===== src/rtl/cfg_bitstream_loader.sv =====
// cfg_bitstream_loader
// Streams WORD_W-bit configuration words, LSB first, into a CHAIN_LEN-bit
// serial configuration chain. Bits of the final word that fall beyond the
// chain length are dropped. cfg_bit and cfg_shift_en come straight from flops
// so the chain clock-gate enable cannot glitch.
// Define CFG_LOADER_PARITY_EN to add the cfg_parity output (XOR of all bits
// shifted during the current load).
//
// state | meaning
// IDLE  | waiting for start
// LOAD  | word_ready high, waiting for the next word
// SHIFT | presenting one bit per cycle with cfg_shift_en high
// DONE  | one-cycle done pulse, then back to IDLE
module cfg_bitstream_loader #(
  parameter int CHAIN_LEN = 64,
  parameter int WORD_W    = 32
) (
  input  logic              Config_Clock,
  input  logic              Config_Reset_n,
  input  logic              start,
  input  logic              abort,
  input  logic [WORD_W-1:0] word_data,
  input  logic              word_valid,
  output logic              word_ready,
  output logic              cfg_bit,
  output logic              cfg_shift_en,
  output logic              busy,
  output logic              done
`ifdef CFG_LOADER_PARITY_EN
  ,
  output logic              cfg_parity
`endif
);

  localparam int CNT_W = $clog2(CHAIN_LEN + 1);
  localparam logic [CNT_W-1:0] LEN_C  = CNT_W'(CHAIN_LEN);
  localparam logic [CNT_W-1:0] WMAX_C = (WORD_W > CHAIN_LEN) ? LEN_C : CNT_W'(WORD_W);
  localparam logic [CNT_W-1:0] ONE_C  = CNT_W'(1);

  typedef enum logic [1:0] {S_IDLE, S_LOAD, S_SHIFT, S_DONE} state_t;

  state_t             state_q;
  logic [CNT_W-1:0]   remaining_q;
  logic [CNT_W-1:0]   word_bits_q;
  logic [CNT_W-1:0]   word_bits_d;
  // Holds the bits of the current word not yet presented on cfg_bit.
  logic [WORD_W-1:0]  sreg_q;
  logic               word_ready_q;
  logic               cfg_bit_q;
  logic               cfg_shift_en_q;
  logic               busy_q;
  logic               done_q;

  // Bits to take from a newly accepted word: the last word may be partial.
  assign word_bits_d = (remaining_q < WMAX_C) ? remaining_q : WMAX_C;

  // Sequencer: state, counters, shift register and all registered outputs.
  always_ff @(posedge Config_Clock or negedge Config_Reset_n) begin
    if (!Config_Reset_n) begin
      state_q        <= S_IDLE;
      remaining_q    <= '0;
      word_bits_q    <= '0;
      sreg_q         <= '0;
      word_ready_q   <= 1'b0;
      cfg_bit_q      <= 1'b0;
      cfg_shift_en_q <= 1'b0;
      busy_q         <= 1'b0;
      done_q         <= 1'b0;
    end else if (abort && (state_q != S_IDLE)) begin
      state_q        <= S_IDLE;
      word_ready_q   <= 1'b0;
      cfg_bit_q      <= 1'b0;
      cfg_shift_en_q <= 1'b0;
      busy_q         <= 1'b0;
      done_q         <= 1'b0;
    end else begin
      case (state_q)
        S_IDLE: begin
          if (start) begin
            state_q      <= S_LOAD;
            remaining_q  <= LEN_C;
            word_bits_q  <= '0;
            word_ready_q <= 1'b1;
            busy_q       <= 1'b1;
          end
        end
        S_LOAD: begin
          if (word_valid) begin
            state_q        <= S_SHIFT;
            sreg_q         <= word_data >> 1;
            cfg_bit_q      <= word_data[0];
            word_bits_q    <= word_bits_d;
            word_ready_q   <= 1'b0;
            cfg_shift_en_q <= 1'b1;
          end
        end
        S_SHIFT: begin
          sreg_q <= sreg_q >> 1;
          if (word_bits_q != '0) word_bits_q <= word_bits_q - ONE_C;
          if (remaining_q != '0) remaining_q <= remaining_q - ONE_C;
          if (word_bits_q <= ONE_C) begin
            cfg_shift_en_q <= 1'b0;
            cfg_bit_q      <= 1'b0;
            if (remaining_q <= ONE_C) begin
              state_q <= S_DONE;
              done_q  <= 1'b1;
            end else begin
              state_q      <= S_LOAD;
              word_ready_q <= 1'b1;
            end
          end else begin
            cfg_bit_q <= sreg_q[0];
          end
        end
        S_DONE: begin
          state_q <= S_IDLE;
          done_q  <= 1'b0;
          busy_q  <= 1'b0;
        end
        default: begin
          state_q <= S_IDLE;
        end
      endcase
    end
  end

  assign word_ready   = word_ready_q;
  assign cfg_bit      = cfg_bit_q;
  assign cfg_shift_en = cfg_shift_en_q;
  assign busy         = busy_q;
  assign done         = done_q;

`ifdef CFG_LOADER_PARITY_EN
  logic parity_q;

  // Running XOR of every bit presented to the chain during the current load.
  always_ff @(posedge Config_Clock or negedge Config_Reset_n) begin
    if (!Config_Reset_n) begin
      parity_q <= 1'b0;
    end else if ((state_q == S_IDLE) && start) begin
      parity_q <= 1'b0;
    end else if (cfg_shift_en_q) begin
      parity_q <= parity_q ^ cfg_bit_q;
    end
  end

  assign cfg_parity = parity_q;
`endif

endmodule


===== config.mk =====
export PLATFORM = sky130hd
export DESIGN_NAME = cfg_bitstream_loader
export DESIGN_NICKNAME = d
export VERILOG_FILES = /design/src/rtl/cfg_bitstream_loader.sv
export SDC_FILE = /design/constraint.sdc
export NUM_CORES = 1
export LEC_CHECK = 0
export CAP_MARGIN = 10
export CORE_UTILIZATION = 25
export CTS_BUF_LIST = sky130_fd_sc_hd__clkbuf_16
export DETAILED_ROUTE_END_ITERATION = 16
export MAX_ROUTING_LAYER = met4
export PLACE_DENSITY = 0.48
export SLEW_MARGIN = 20
export SYNTH_ARGS = -nofsm -noshare
export SYNTH_HDL_FRONTEND = slang
export SYNTH_SLANG_ARGS = --single-unit
export TNS_END_PERCENT = 100

===== constraint.sdc =====
create_clock -name Config_Clock -period 3.9 [get_ports Config_Clock]
set_input_delay 0.585 -clock Config_Clock [delete_from_list [all_inputs] [get_ports Config_Clock]]
set_output_delay 0.585 -clock Config_Clock [all_outputs]
set_load 0.005 [all_outputs]

==> out/results.md <==
| Metric | Reported |
| --- | --- |
| Total half-perimeter wirelength after legalization and detailed placement | 4.376 mm |
| First-pass GRT wire length | 10.58 mm |
| Count of buffers from port buffering | 41 |
| Count of vias placed by the detailed router | 2,183 |
| Cell count of the worst reg-to-reg path | 7 |
| Initial antenna violation count | 0 |
| Resized cells post-CTS | 0 |
| FF+latch count, synth | 52 |
| CTS HTree Levels | 2 |
| Die Height | 108.5 microns |
| Clock transition time at the flip-flop clock pins of the worst setup and hold paths | 0.07 ns |
| RR Startpoint | state_q[0] |
| Wire length per cell after detailed routing | 13.05 microns |
| Final-report hold violation count | 0 |
| Total number of nets in the final design | 377 |
| Startpoint Class | flop |
| Largest fanout of any net on the critical path | 61 |
| Endpoint of the most critical register-to-register path | sreg_q[25] |
| Leakage power summed over all cells | 1.369 nW |
| Horizontal die dimension | 108.5 microns |
| Fraction of layout instances using a drive strength above 1 | 6.325% |
| Initial cell density of the core | 25.95% |
| Maximum clock insertion buffer count | 2 |
| Hold buffers post-CTS | 0 |
| Clock latency on the worst-skew pair | 0.29 ns |
| VDD IR max | 0.3062 mV |
| Worst path arrival time | 2.79 ns |
| Crit path to | sreg_q[25] |
| Syn Std Cell Area | 2838 sq um |
| Gate count after technology mapping | 295 |
| Startpoint of the worst setup timing path | state_q[0] |
| 1st-iter DRT viols | 75 |
| Critical path cell sequence | inv_1 > ha_2 > mux2i_1 > nor2_4 > buf_4 > nor2_1 > a21oi_1 |
| Run status | finished, final reports clean |
| Main flop type after synthesis | sky130_fd_sc_hd__dfrtp_1 |
| Number of nets with antenna violations after routing | 0 |
| Flip-flop and latch area | 1301 sq um |
| Library cells used by synthesis | 46 |
| Slew at the pin closest to its max-slew limit | 0.8443 ns |
| Count of pins over their slew limit | 0 |
| Sequential fraction of the synthesis area | 45.86% |
| Detailed Route WL | 6.160 mm |
| Number of setup violations in the final report | 0 |
| Worst clock skew on the final layout | 0.004080 ns |
| Data required time at the worst endpoint | 4.11 ns |
| Kind of end point of the critical path | flop |
| Antenna cell count | 0 |
| Maximum number of pins on one net before global-route repair | 62 |
| RSZ-0062 raised after global routing | false |
| Synth async-reset ratio | 100.0% |
| Post-route worst hold slack | 0.3552 ns |
| Sum of negative setup slack | 0 ns |
| Slew headroom | 43.45% |
| Mean instance size in the synthesized netlist | 9.619 sq um |
| Total of warnings raised by yosys | 0 |
| Setup slack of the most critical reg-to-reg path | 1.32 ns |
| Top cell type by total area after synthesis | sky130_fd_sc_hd__dfrtp_1 |
| Area Growth Syn to Fin | 23.63% |
| Count of placed standard cells including taps | 464 |
| Clk Tree Root Cell | sky130_fd_sc_hd__clkbuf_16 |
| Power density normalized to cell area | 760.6 nW/um^2 |
| Hold/Removal Path Class | primary input to asynchronous set/reset pin |
| Final Wtd Congestion | 0.7979 |
| Post-route DRC violation count | 0 |
| Cell types occupying the most area after synthesis | sky130_fd_sc_hd__dfrtp_1, sky130_fd_sc_hd__mux2i_1, sky130_fd_sc_hd__a21oi_1 |
| Post-route minimum period | 2.578 ns |
| Part of the cycle the worst path needs | 66.11% |
| Number of max-cap violations | 0 |
| Maximum cell stage delay along the critical path | 0.71 ns |
| Number of filler cells placed in the layout | 1,151 |
| Multi-input gate area | 1420 sq um |
| Via count of the first global-routing pass | 2,194 |
| Portion of synthesized cell area occupied by the leading cell type | 45.86% |
| Critical-path cell with the highest stage delay | sky130_fd_sc_hd__ha_2 |
| Kind of critical path | flop to flop |
| Final standard cell count with taps included and fillers excluded | 472 |
| GRT overflow | 0 |
| Total die area | 11,780 sq um |
| Number of core rows | 38 |
| FMAX | 0.3878 GHz |
| Number of setup buffers added after CTS | 0 |
| Number of synthesized flops with an enable pin | 0 |
| Sinks on Clock Net | 52 |
| Number of detailed-routing iterations run before antenna repair | 4 |
| Floorplan Core Area | 10,940 sq um |
| Synthesized netlist net count | 341 |
| Average via count per standard cell | 4.625 |
| GR Util All Layers | 11.80% |
| TritonCTS clock tree | built |
| Number of ports placed on the die boundary | 42 |
| TritonCTS Buffers | 5 |
-- kinds of logic (layout without fill, tap and decap cells) --
family	Yosys count	after routing	share of synthesized area, %
adders and majority gates	9	9	3.968
xor gates and xnor gates	6	6	1.852
DFF	52	52	45.86
AOI/OAI and AO/OA	69	69	15.08
muxes	37	37	13.14
and+or+nand+nor	95	95	15.65
buffers and inverters	27	64	4.453
-- where the power goes --
part,leakage (nW),switching [W],internal [W]
Combinational,0.683,0.000712,0.000562
Sequential,0.615,0.000175,0.000788
Clock,0.0710,0.000197,0.000234
-- Yosys cell counts (2+ instances only) --
cell type,number
sky130_fd_sc_hd__xnor2_1,5
sky130_fd_sc_hd__and4_1,2
sky130_fd_sc_hd__a21oi_1,37
sky130_fd_sc_hd__nor3_1,9
sky130_fd_sc_hd__a22oi_1,3
sky130_fd_sc_hd__dfrtp_1,52
sky130_fd_sc_hd__nand3b_1,4
sky130_fd_sc_hd__o21ai_0,12
sky130_fd_sc_hd__o211ai_1,2
sky130_fd_sc_hd__buf_1,2
sky130_fd_sc_hd__ha_1,9
sky130_fd_sc_hd__nor2_1,49
sky130_fd_sc_hd__mux2i_1,35
sky130_fd_sc_hd__nand3_1,3
sky130_fd_sc_hd__a22o_1,2
sky130_fd_sc_hd__o22ai_1,2
sky130_fd_sc_hd__clkbuf_1,10
sky130_fd_sc_hd__buf_6,2
sky130_fd_sc_hd__inv_1,12
sky130_fd_sc_hd__and2_1,2
sky130_fd_sc_hd__nand2_1,15
sky130_fd_sc_hd__nor3b_1,2
-- critical path, delay by kind of cell, from the launching register on --
kind	cells	cell delay [ns]
and+or+nand+nor	2	0.22
buffers and inverters	2	0.61
muxes	1	0.32
adders and majority gates	1	0.71
DFF	1	0.45
AOI/OAI and AO/OA	1	0.14
-- state kept, by name, summed over array words and instances (netlist names) --
| name | count |
|---|---|
| busy | 1 |
| cfg_bit | 1 |
| cfg_shift_en | 1 |
| done | 1 |
| remaining_q | 7 |
| sreg_q | 31 |
| state_q | 2 |
| word_bits_q | 7 |
| word_ready | 1 |
-- layout by cell type, fill, tap and decap left out, types with 8 or more instances in the layout --
| cell type | netlist | final |
|---|---|---|
| sky130_fd_sc_hd__dfrtp_1 | 52 | 52 |
| sky130_fd_sc_hd__nor2_1 | 49 | 48 |
| sky130_fd_sc_hd__clkdlybuf4s50_1 | 0 | 40 |
| sky130_fd_sc_hd__a21oi_1 | 37 | 37 |
| sky130_fd_sc_hd__mux2i_1 | 35 | 35 |
| sky130_fd_sc_hd__nand2_1 | 15 | 15 |
| sky130_fd_sc_hd__inv_1 | 12 | 12 |
| sky130_fd_sc_hd__o21ai_0 | 12 | 12 |
| sky130_fd_sc_hd__nor3_1 | 9 | 9 |
| sky130_fd_sc_hd__ha_1 | 9 | 8 |
-- layer usage --
layer	share of wire [%]	wire [microns]	track usage, %	vias to the layer above
met5	0	0	-	-
met4	0.73	45	3.475	0
li1	-	-	-	1108
met2	45	2793	18.17	44
met1	50	3062	15.35	1026
met3	4.2	258	2.773	5
-- stage by stage --
step           setup slack (ns)  total power (W)  utilization (%)  instance area, sq um
3_5_place_dp              1.188         0.002258            30.81                  3369
4_1_cts                   1.296         0.002702            32.08                  3508
6_report                  1.322         0.002668            32.08                  3508
2_1_floorplan             1.883         0.001935                -                  2838
5_1_grt                   1.046         0.002909            32.08                  3508
3_3_place_gp              1.361         0.002238            30.81                  3369
-- layout make-up --
class | count | share of cell area, %
Timing Repair Buffer | 44 | 12.20
Multi-Input combinational cell | 216 | 40.48
Clock inverter | 3 | 0.3923
Tap cell | 140 | 4.993
Inverter | 12 | 1.284
Sequential cell | 52 | 37.09
Clock buffer | 5 | 3.566
-- worst min path at each step --
| stage | start | cells after the start | slack, ns | endpoint |
|---|---|---|---|---|
| global placement | word_ready | 1 | 0.47 | word_ready |
| finish | Config_Reset_n | 1 | 0.36 | sreg_q[25] |
| detailed placement | word_ready | 1 | 0.49 | word_ready |
| CTS | Config_Reset_n | 1 | 0.40 | sreg_q[25] |
| floorplan | Config_Reset_n | 0 | 0.29 | busy |
| global route | Config_Reset_n | 1 | 0.43 | remaining_q[0] |
Power figures use the tool's default switching activity.
